--- src/rtl/seq_sample_fifo.sv ---
// seq_sample_fifo: show-ahead sample FIFO with drop counting; define SEQ_SAMPLE_FIFO_GAP_CHECK_EN to enable sequence-gap checking
module seq_sample_fifo #(
  parameter int WIDTH = 8,
  parameter int DEPTH_LOG2 = 4
) (
  input  logic                  clk,
  input  logic                  rst,
  input  logic [WIDTH-1:0]      in_data,
  input  logic                  in_valid,
  output logic [WIDTH-1:0]      out_data,
  output logic                  out_valid,
  input  logic                  out_ready,
  output logic [DEPTH_LOG2:0]   level,
  output logic                  overflow,
  output logic [15:0]           drop_count,
  output logic                  gap_err
);
  localparam int DEPTH = 1 << DEPTH_LOG2;
  logic [WIDTH-1:0] mem [DEPTH];
  logic [DEPTH_LOG2-1:0] wr_ptr, rd_ptr;
  logic [DEPTH_LOG2:0] level_next;
  logic full, push, pop;
  assign full = level == (DEPTH_LOG2+1)'(DEPTH);
  assign pop = out_valid && out_ready;
  assign push = in_valid && (!full || pop);
  assign out_data = mem[rd_ptr];
  always_comb level_next = level + {{DEPTH_LOG2{1'b0}}, push} - {{DEPTH_LOG2{1'b0}}, pop};
  always_ff @(posedge clk) begin
    if (rst) begin
      for (int i = 0; i < DEPTH; i++) mem[i] <= '0;
      wr_ptr <= '0;
      rd_ptr <= '0;
      level <= '0;
      out_valid <= 1'b0;
      overflow <= 1'b0;
      drop_count <= '0;
    end else begin
      if (push) mem[wr_ptr] <= in_data;
      if (push) wr_ptr <= wr_ptr + 1'b1;
      if (pop) rd_ptr <= rd_ptr + 1'b1;
      level <= level_next;
      out_valid <= level_next != '0;
      if (in_valid && !push) begin
        overflow <= 1'b1;
        drop_count <= drop_count == 16'hFFFF ? drop_count : drop_count + 16'd1;
      end
    end
  end
`ifdef SEQ_SAMPLE_FIFO_GAP_CHECK_EN
  logic [WIDTH-1:0] prev;
  logic seen;
  always_ff @(posedge clk) begin
    if (rst) begin
      prev <= '0;
      seen <= 1'b0;
      gap_err <= 1'b0;
    end else if (in_valid) begin
      prev <= in_data;
      seen <= 1'b1;
      if (seen && in_data != WIDTH'(prev + 1'b1)) gap_err <= 1'b1;
    end
  end
`else
  assign gap_err = 1'b0;
`endif
endmodule

--- config.mk ---
export PLATFORM = sky130hd
export DESIGN_NAME = seq_sample_fifo
export DESIGN_NICKNAME = d
export VERILOG_FILES = /design/src/rtl/seq_sample_fifo.sv
export SDC_FILE = /design/constraint.sdc
export NUM_CORES = 1
export LEC_CHECK = 0
export CAP_MARGIN = 20
export CORE_MARGIN = 5
export CORE_UTILIZATION = 45
export CTS_BUF_LIST = sky130_fd_sc_hd__clkbuf_4
export DETAILED_ROUTE_END_ITERATION = 7
export GPL_ROUTABILITY_DRIVEN = 0
export SYNTH_ARGS = -nofsm -noshare
export SYNTH_HDL_FRONTEND = slang
export SYNTH_SLANG_ARGS = --single-unit
--- constraint.sdc ---
create_clock -name clk -period 3.5 [get_ports clk]
set_input_delay 0.35 -clock clk [delete_from_list [all_inputs] [get_ports clk]]
set_output_delay 0.35 -clock clk [all_outputs]
set_load 0.05 [all_outputs]
Yosys cells after proc, flatten, opt, wreduce, memory -nomap -nowiden
Memories as Yosys holds them, arrays and structs flattened. A register that Yosys moved wholly into a read port is not among the register bits.
Index checks and enable logic that the tools add are counted.
{ "op_classes": {"mux": 10, "n_reduce_logical": 9, "add_sub_neg": 5, "eq_ne": 2, "n_bitwise": 1} }
{ "ops": {"columns": ["op", "count"], "rows": [
  ["$add A16 B1 Y16 const B", 1],
  ["$eq A16 B16 Y1 const B", 1],
  ["$mux W4", 3],
  ["$add A4 B1 Y4 const B", 2],
  ["$mux W8", 1],
  ["$reduce_or A8 Y1", 1],
  ["$mux W1", 6],
  ["$add A5 B1 Y5", 1],
  ["$eq A5 B5 Y1 const B", 1],
  ["$reduce_bool A5 Y1", 1],
  ["$sub A5 B1 Y5", 1],
  ["$logic_and A1 B1 Y1", 3],
  ["$logic_not A1 Y1", 2],
  ["$reduce_and A2 Y1", 1],
  ["$logic_or A1 B1 Y1", 1],
  ["$not A1 Y1", 1]
]} }
{ "totals": {"ff_bits": 31, "mem_count": 1, "elab_cells": 34, "ramBits": 128} }
{ "mem_list": {"columns": ["name", "depth", "word_bits", "rd", "rd_clocked_by_memory_dff", "write_ports", "line_no", "rtl"], "rows": [
  ["mem", 16, 8, 1, 1, 16, "19", "logic [WIDTH-1:0] mem [DEPTH];"]
]} }

Longest topological paths before layout
Gate-level depths: netlist of the first run.
{ "depth": {"depth_word": 9, "depth_mapped": 13} }

Least setup slack after synthesis of the first run
OpenSTA, ideal clock, no wires.
{ "synth_path": {"path_type": "flip-flop to flip-flop", "from": "register level[2]", "to": "register out_valid", "arrival_ns": 2.800, "stages_incl_launch_ff": 14, "path_slack_ns": 0.562, "setup_ns": 0.138, "path_cell_list": "dfxtp_1 -> inv_1 -> ha_1 -> and4bb_2 -> a21oi_1 -> a21o_1 -> ha_1 -> inv_1 -> fa_1 -> inv_1 -> a21oi_1 -> o21bai_1 -> xnor2_1 -> a41oi_1"} }
{ "synth_via": {"elab_chain_len": 7} }
{ "synth_lines": {"columns": ["item", "line_no", "rtl"], "rows": [
  ["from (decl)", "13", "output logic [DEPTH_LOG2:0] level,"],
  ["from (signal assigned)", "41", "level <= level_next;"],
  ["$eq A5 B5 Y1", "23", "assign full = level == (DEPTH_LOG2+1)'(DEPTH);"],
  ["$logic_not A1 Y1", "25", "assign push = in_valid && (!full || pop);"],
  ["$logic_or A1 B1 Y1", "25", null],
  ["$logic_and A1 B1 Y1", "25", null],
  ["$add A5 B1 Y5 (*)", "27", "always_comb level_next = level + {{DEPTH_LOG2{1'b0}}, push} - {{DEPTH_LOG2{1'b0}}, pop};"],
  ["$sub A5 B1 Y5 (*)", "27", null],
  ["$reduce_bool A5 Y1 (*)", "42", "out_valid <= level_next != '0;"],
  ["to (signal assigned)", "34", "out_valid <= 1'b0;"],
  ["to (signal assigned)", "42", null],
  ["to (decl)", "11", "output logic out_valid,"]
]} }
Mark *: on every way between the ends. The rest lies on a longest branch, timed or not.
A chain may end at the register's enable or synchronous reset.

==> results of run 1 <==
-- power by group --
| group | switching [µW] | internal (µW) | leakage [µW] |
|---|---|---|---|
| clock | 654 | 561 | 0.000163 |
| sequential | 64.9 | 2200 | 0.00161 |
| combinational | 600 | 404 | 0.00141 |
| total | 1320 | 3160 | 0.00318 |
-- sequential cells by signal, indices dropped and copies added, names as in the netlist, named ones only --
register / cells
overflow: 1
mem: 128
out_valid: 1
level: 5
rd_ptr: 4
drop_count: 16
wr_ptr: 4
-- cell families after synthesis --
| family | Yosys count | share of synthesized area [%] |
|---|---|---|
| buffers and inverters | 35 | 2.307 |
| adders and majority gates | 12 | 2.061 |
| AOI/OAI and AO/OA | 21 | 1.849 |
| and+or+nand+nor | 245 | 18.31 |
| DFF | 163 | 59.41 |
| xor gates and xnor gates | 21 | 2.405 |
| other | 1 | 0.04903 |
| muxes | 42 | 13.61 |
-- cells in the mapped netlist (5+ instances only) --
cell type,count,area share [%]
nand2_1,18,0.88
edfxtp_1,128,50
and2_1,132,11
nor2_1,48,2.4
mux4_2,8,2.4
and3_1,5,0.41
nand4_1,5,0.41
ha_1,11,1.8
mux4_1,32,11
xnor2_1,8,0.92
inv_1,9,0.44
or2_2,16,1.3
dfxtp_1,35,9.2
a21oi_1,6,0.39
xor2_1,13,1.5
clkbuf_1,16,0.79
-- final cells by class --
| type | count | area (µm²) |
|---|---|---|
| Antenna cell | 2 | 5.005 |
| Clock inverter | 15 | 187.7 |
| Multi-Input combinational cell | 342 | 2928 |
| Fill cell | 1418 | 8090 |
| Clock buffer | 17 | 127.6 |
| Timing Repair Buffer | 47 | 450.4 |
| Tap cell | 220 | 275.3 |
| Sequential cell | 163 | 4544 |
| Inverter | 9 | 33.78 |
-- critical path, stage by stage (launching register included) --
cell	delay, ns
dfxtp_1	0.53
buf_12	0.28
mux4_1	0.70
mux4_2	0.52
buf_4	0.21
-- through the flow --
step | power [µW] | utilization, % | cell area (µm²) | hold WS (ns) | cells
after CTS | 4529 | 51.36 | 8547 | 0.5038 | 813
after global routing | 4683 | 51.39 | 8552 | 0.5351 | 815
final | 4481 | 51.39 | 8552 | 0.5022 | 815
after floorplan | 3027 | - | 7649 | 0.4678 | 540
after global placement | 3301 | 49.46 | 8232 | 0.4593 | 781
after detailed placement | 3323 | 49.46 | 8232 | 0.4650 | 781
-- metal layers --
metal	GRT usage [%]	vias to the layer above	routed length [µm]
li1	-	2064	-
met1	22.25	2141	7150
met2	29.18	91	8331
met3	4.022	13	792
met4	4.844	0	187
met5	0	-	0
-- final timing paths --
check,from,to,slack (ns)
setup / recovery,register,out_data[6],0.36
hold / removal,overflow$_SDFFE_PP0P_,overflow$_SDFFE_PP0P_,0.50
setup reg to reg,level[2]$_SDFF_PP0_,out_valid$_SDFF_PP0_,0.66
hold reg to reg,overflow$_SDFFE_PP0P_,overflow$_SDFFE_PP0P_,0.50
==> results_dict.tcl, run 1 <==
set metrics [dict create \
    outcome "finished clean" \
    critPathKind "reg2out" \
    worst_setup_path_end_kind "output pin" \
    fin_nets 604 \
    tightest_slew_ns 0.6744 \
    async_reset_ff_share_pct 0 \
    synthFlopType "edfxtp_1" \
    ys_seq_area_share_pct 59.41 \
    max_freq_ghz 0.3185 \
    synth_edf_count 128 \
    ys_ff_latch 163 \
    min_period_ns 3.139 \
    clk_pin_slew_ns 0.13 \
    ctsResizeCount 0 \
    vias 4309 \
    synth_cells 540 \
    final_cell_mix "132 x and2_1, 128 x edfxtp_1, 48 x nor2_1" \
    holdBufCountCts 0 \
    tns_ns 0 \
    hold_depth 2 \
    setup_viol 0 \
    hpwl_um 10990 \
    syn_area_per_cell_um2 14.16 \
    die_y_um 140.4 \
    cts_tree "done" \
    antenna_left 0 \
    die-area_um2 19700 \
    die_w_um 140.4 \
    reg2reg_depth 13 \
    wl_per_cell_um 20.20 \
    area_delta_synth_final_pct 11.81 \
    drt_iter0_markers 212 \
    final_common_cell "and2_1" \
    clock_sink_count 163 \
    final-hold-violation-count 0 \
    hold_path.class "reg2reg" \
    fin_worst_skew_ns 0.01428 \
    core-area_um2 16640 \
    clockRootBuffer "clkbuf_4" \
    num_io_pins 44 \
    yosysUniqueCellTypes 47 \
    cts_buffers 17 \
    firstDrtPassIters 4 \
    required_ns 3.15 \
    clock_path_buffers 2 \
    ir_worst_vdd_uv 438.0 \
    syn_nets 564 \
    power.leakage_uw 0.003183 \
    cts_setup_buffers 0 \
    first_global_vias 4356 \
    finalCritPeriodShare_pct 89.69 \
    routed_wl_um 16460 \
    yosys_warnings 0 \
    cts_max_level 4 \
    place_ws_ns 0.5441 \
    viasPerCell 5.287 \
    drc_errors 0 \
    relSlewSlack_pct 54.98 \
    antenna_found_initial 1 \
    rsz0062_at_grt "false" \
    worst_slack_ns 0.3608 \
    grt_util_all_layers_pct 17.22 \
    path_max_fanout 29 \
    worstPathArrival_ns 2.79 \
    initial_utilization_pct 45.96 \
    final_layout_size_suffix_gt1_share_pct 12.14 \
    io_buffers 42 \
    power_density_nw_per_um2 524.0 \
    synth_area_um2 7649 \
    maxCapViolCount 0 \
    slew_viol_final 0 \
    grt_max_degree 50 \
    clk_latency_ns 0.54 \
    rows 47 \
    worstSetupStartpointType "register" \
    grt_pass1_wl_um 25190 \
    grt_overflow 0 \
]
No activity file was read; power rests on OpenSTA's default activity.
==> inputs of run 2 (changes only) <==
SKIP_LAST_GASP = 1   (was not set)
==> results of run 2 <==
No change in the layout: final DEF, timing and power equal those of run 1.
==> inputs of run 3 (changes only) <==
MAX_ROUTING_LAYER = met4   (was not set)
==> run 3 against run 2 <==
Compared with the run above:
- global-route usage grew 0.54 points
- sequential cell count unchanged
- via count fell by 0.63%
- total power is 0.22% lower
- clock power hardly changed
- wire length fell by 0.52%
- highest routed layer unchanged
==> results_dict.tcl, run 3 (synthesis gave the netlist of run 1 again) <==
set metrics [dict create \
    initial_utilization_pct 45.96 \
    die_y_um 140.4 \
    ir_worst_vdd_uv 437.8 \
    power.leakage_uw 0.003183 \
    wl_per_cell_um 20.09 \
    worst_setup_path_end_kind "output pin" \
    slew_viol_final 0 \
    clk_latency_ns 0.55 \
    cts_tree "done" \
    hold_path.class "reg2reg" \
    largest_register_ffs 128 \
    min_from "overflow$_SDFFE_PP0P_" \
    clockRootBuffer "clkbuf_4" \
    instances_no_fill 815 \
    final-hold-violation-count 0 \
    viasPerCell 5.254 \
    core-area_um2 16640 \
    drc_errors 0 \
    swShare_pct 29.27 \
    power_density_nw_per_um2 522.9 \
    reg.largest.list "mem: 128 flops, drop_count: 16 flops, level: 5 flops" \
    first_global_vias 4363 \
    placed_area_um2 8232 \
    combPwrFrac_pct 22.4 \
    final_cell_mix "132 x and2_1, 128 x edfxtp_1, 48 x nor2_1" \
    tightest_slew_ns 0.6792 \
    clk_pin_slew_ns 0.13 \
    fin_nets 604 \
    grt_max_degree 50 \
    firstDrtPassIters 4 \
    rows 47 \
    rsz0062_at_grt "false" \
    area_delta_synth_final_pct 11.81 \
    fin_worst_skew_ns 0.01433 \
    final_common_cell "and2_1" \
    relSlewSlack_pct 54.66 \
    io_buffers 42 \
    p_int_uw 3163 \
    pwr-share-clk_pct 27.0 \
    clock_sink_count 163 \
    hpwl_um 10990 \
    worstSetupStartpointType "register" \
    num_io_pins 44 \
    die_w_um 140.4 \
    holdWs_ns 0.5029 \
    r2r-start "level[2]$_SDFF_PP0_" \
    grt_util_all_layers_pct 17.76 \
    cts_setup_buffers 0 \
    vias 4282 \
    outcome "finished clean" \
    finalCritPeriodShare_pct 89.41 \
    dpl.cell_count 781 \
    grt_overflow 0 \
    cts_buffers 17 \
    critPathKind "reg2out" \
    antenna_left 0 \
    worstPathArrival_ns 2.78 \
    antenna_found_initial 1 \
    ctsResizeCount 0 \
    power_uw 4471 \
    die-area_um2 19700 \
    grt_pass1_wl_um 25200 \
    setup_viol 0 \
    power_frac_seq_pct 50.6 \
    routed_wl_um 16380 \
    min_period_ns 3.129 \
    power.net_switching_uw 1309 \
    clock_path_buffers 2 \
    max_freq_ghz 0.3196 \
    required_ns 3.15 \
    holdBufCountCts 0 \
    final_layout_size_suffix_gt1_share_pct 12.14 \
    maxCapViolCount 0 \
    tns_ns 0 \
    drt_iter0_markers 215 \
    stdcell_area_um2 8552 \
    regMostFlops "mem" \
    cts_max_level 4 \
    path_max_fanout 29 \
]
-- run 3: cell counts in the layout (fill, tap and decap cells not counted) --
Identical to the previous run, type by type.
-- run 3: metrics by stage --
step                setup WS [ns]  utilization [%]
finish                     0.3707            51.39
global route               0.2429            51.39
CTS                        0.2818            51.36
detailed placement         0.5441            49.46
global placement           0.6505            49.46
floorplan                  0.5617                -
-- run 3: metal layers --
metal | part of all wire [%] | GRT usage (%)
met5 | 0 | -
met4 | 0.96 | 4.844
met3 | 3.8 | 3.885
met2 | 51 | 29.16
met1 | 44 | 22.43
-- run 3: layout make-up --
class / count / area, µm²
antenna: 2 / 5.005
clock buffer: 17 / 127.6
clock inverter: 15 / 187.7
fill: 1418 / 8090
inverter: 9 / 33.78
multi-input combinational: 342 / 2928
sequential: 163 / 4544
tap: 220 / 275.3
timing repair buffer: 47 / 450.4
-- run 3: power groups by stage --
| stage | Clock [µW] | Sequential (µW) | Combinational, µW |
|---|---|---|---|
| 2_1_floorplan | 0 | 2390 | 641 |
| 3_3_place_gp | 0 | 2300 | 997 |
| 3_5_place_dp | 0 | 2310 | 1010 |
| 4_1_cts | 1250 | 2270 | 1020 |
| 5_1_grt | 1340 | 2280 | 1070 |
| 6_report | 1210 | 2260 | 1000 |
-- run 3: worst paths after layout --
| check | to | slack, ns | cells past startpoint |
|---|---|---|---|
| max | out_data[6] | 0.37 | 4 |
| max reg2reg | out_valid$_SDFF_PP0_ | 0.66 | 13 |
| min | overflow$_SDFFE_PP0P_ | 0.50 | 2 |
| min reg2reg | overflow$_SDFFE_PP0P_ | 0.50 | 2 |
-- run 3: worst max-delay path, cell delays in order, from the launching register on --
cell     delay (ns)
dfxtp_1        0.52
buf_12         0.28
mux4_1         0.70
mux4_2         0.52
buf_4          0.21
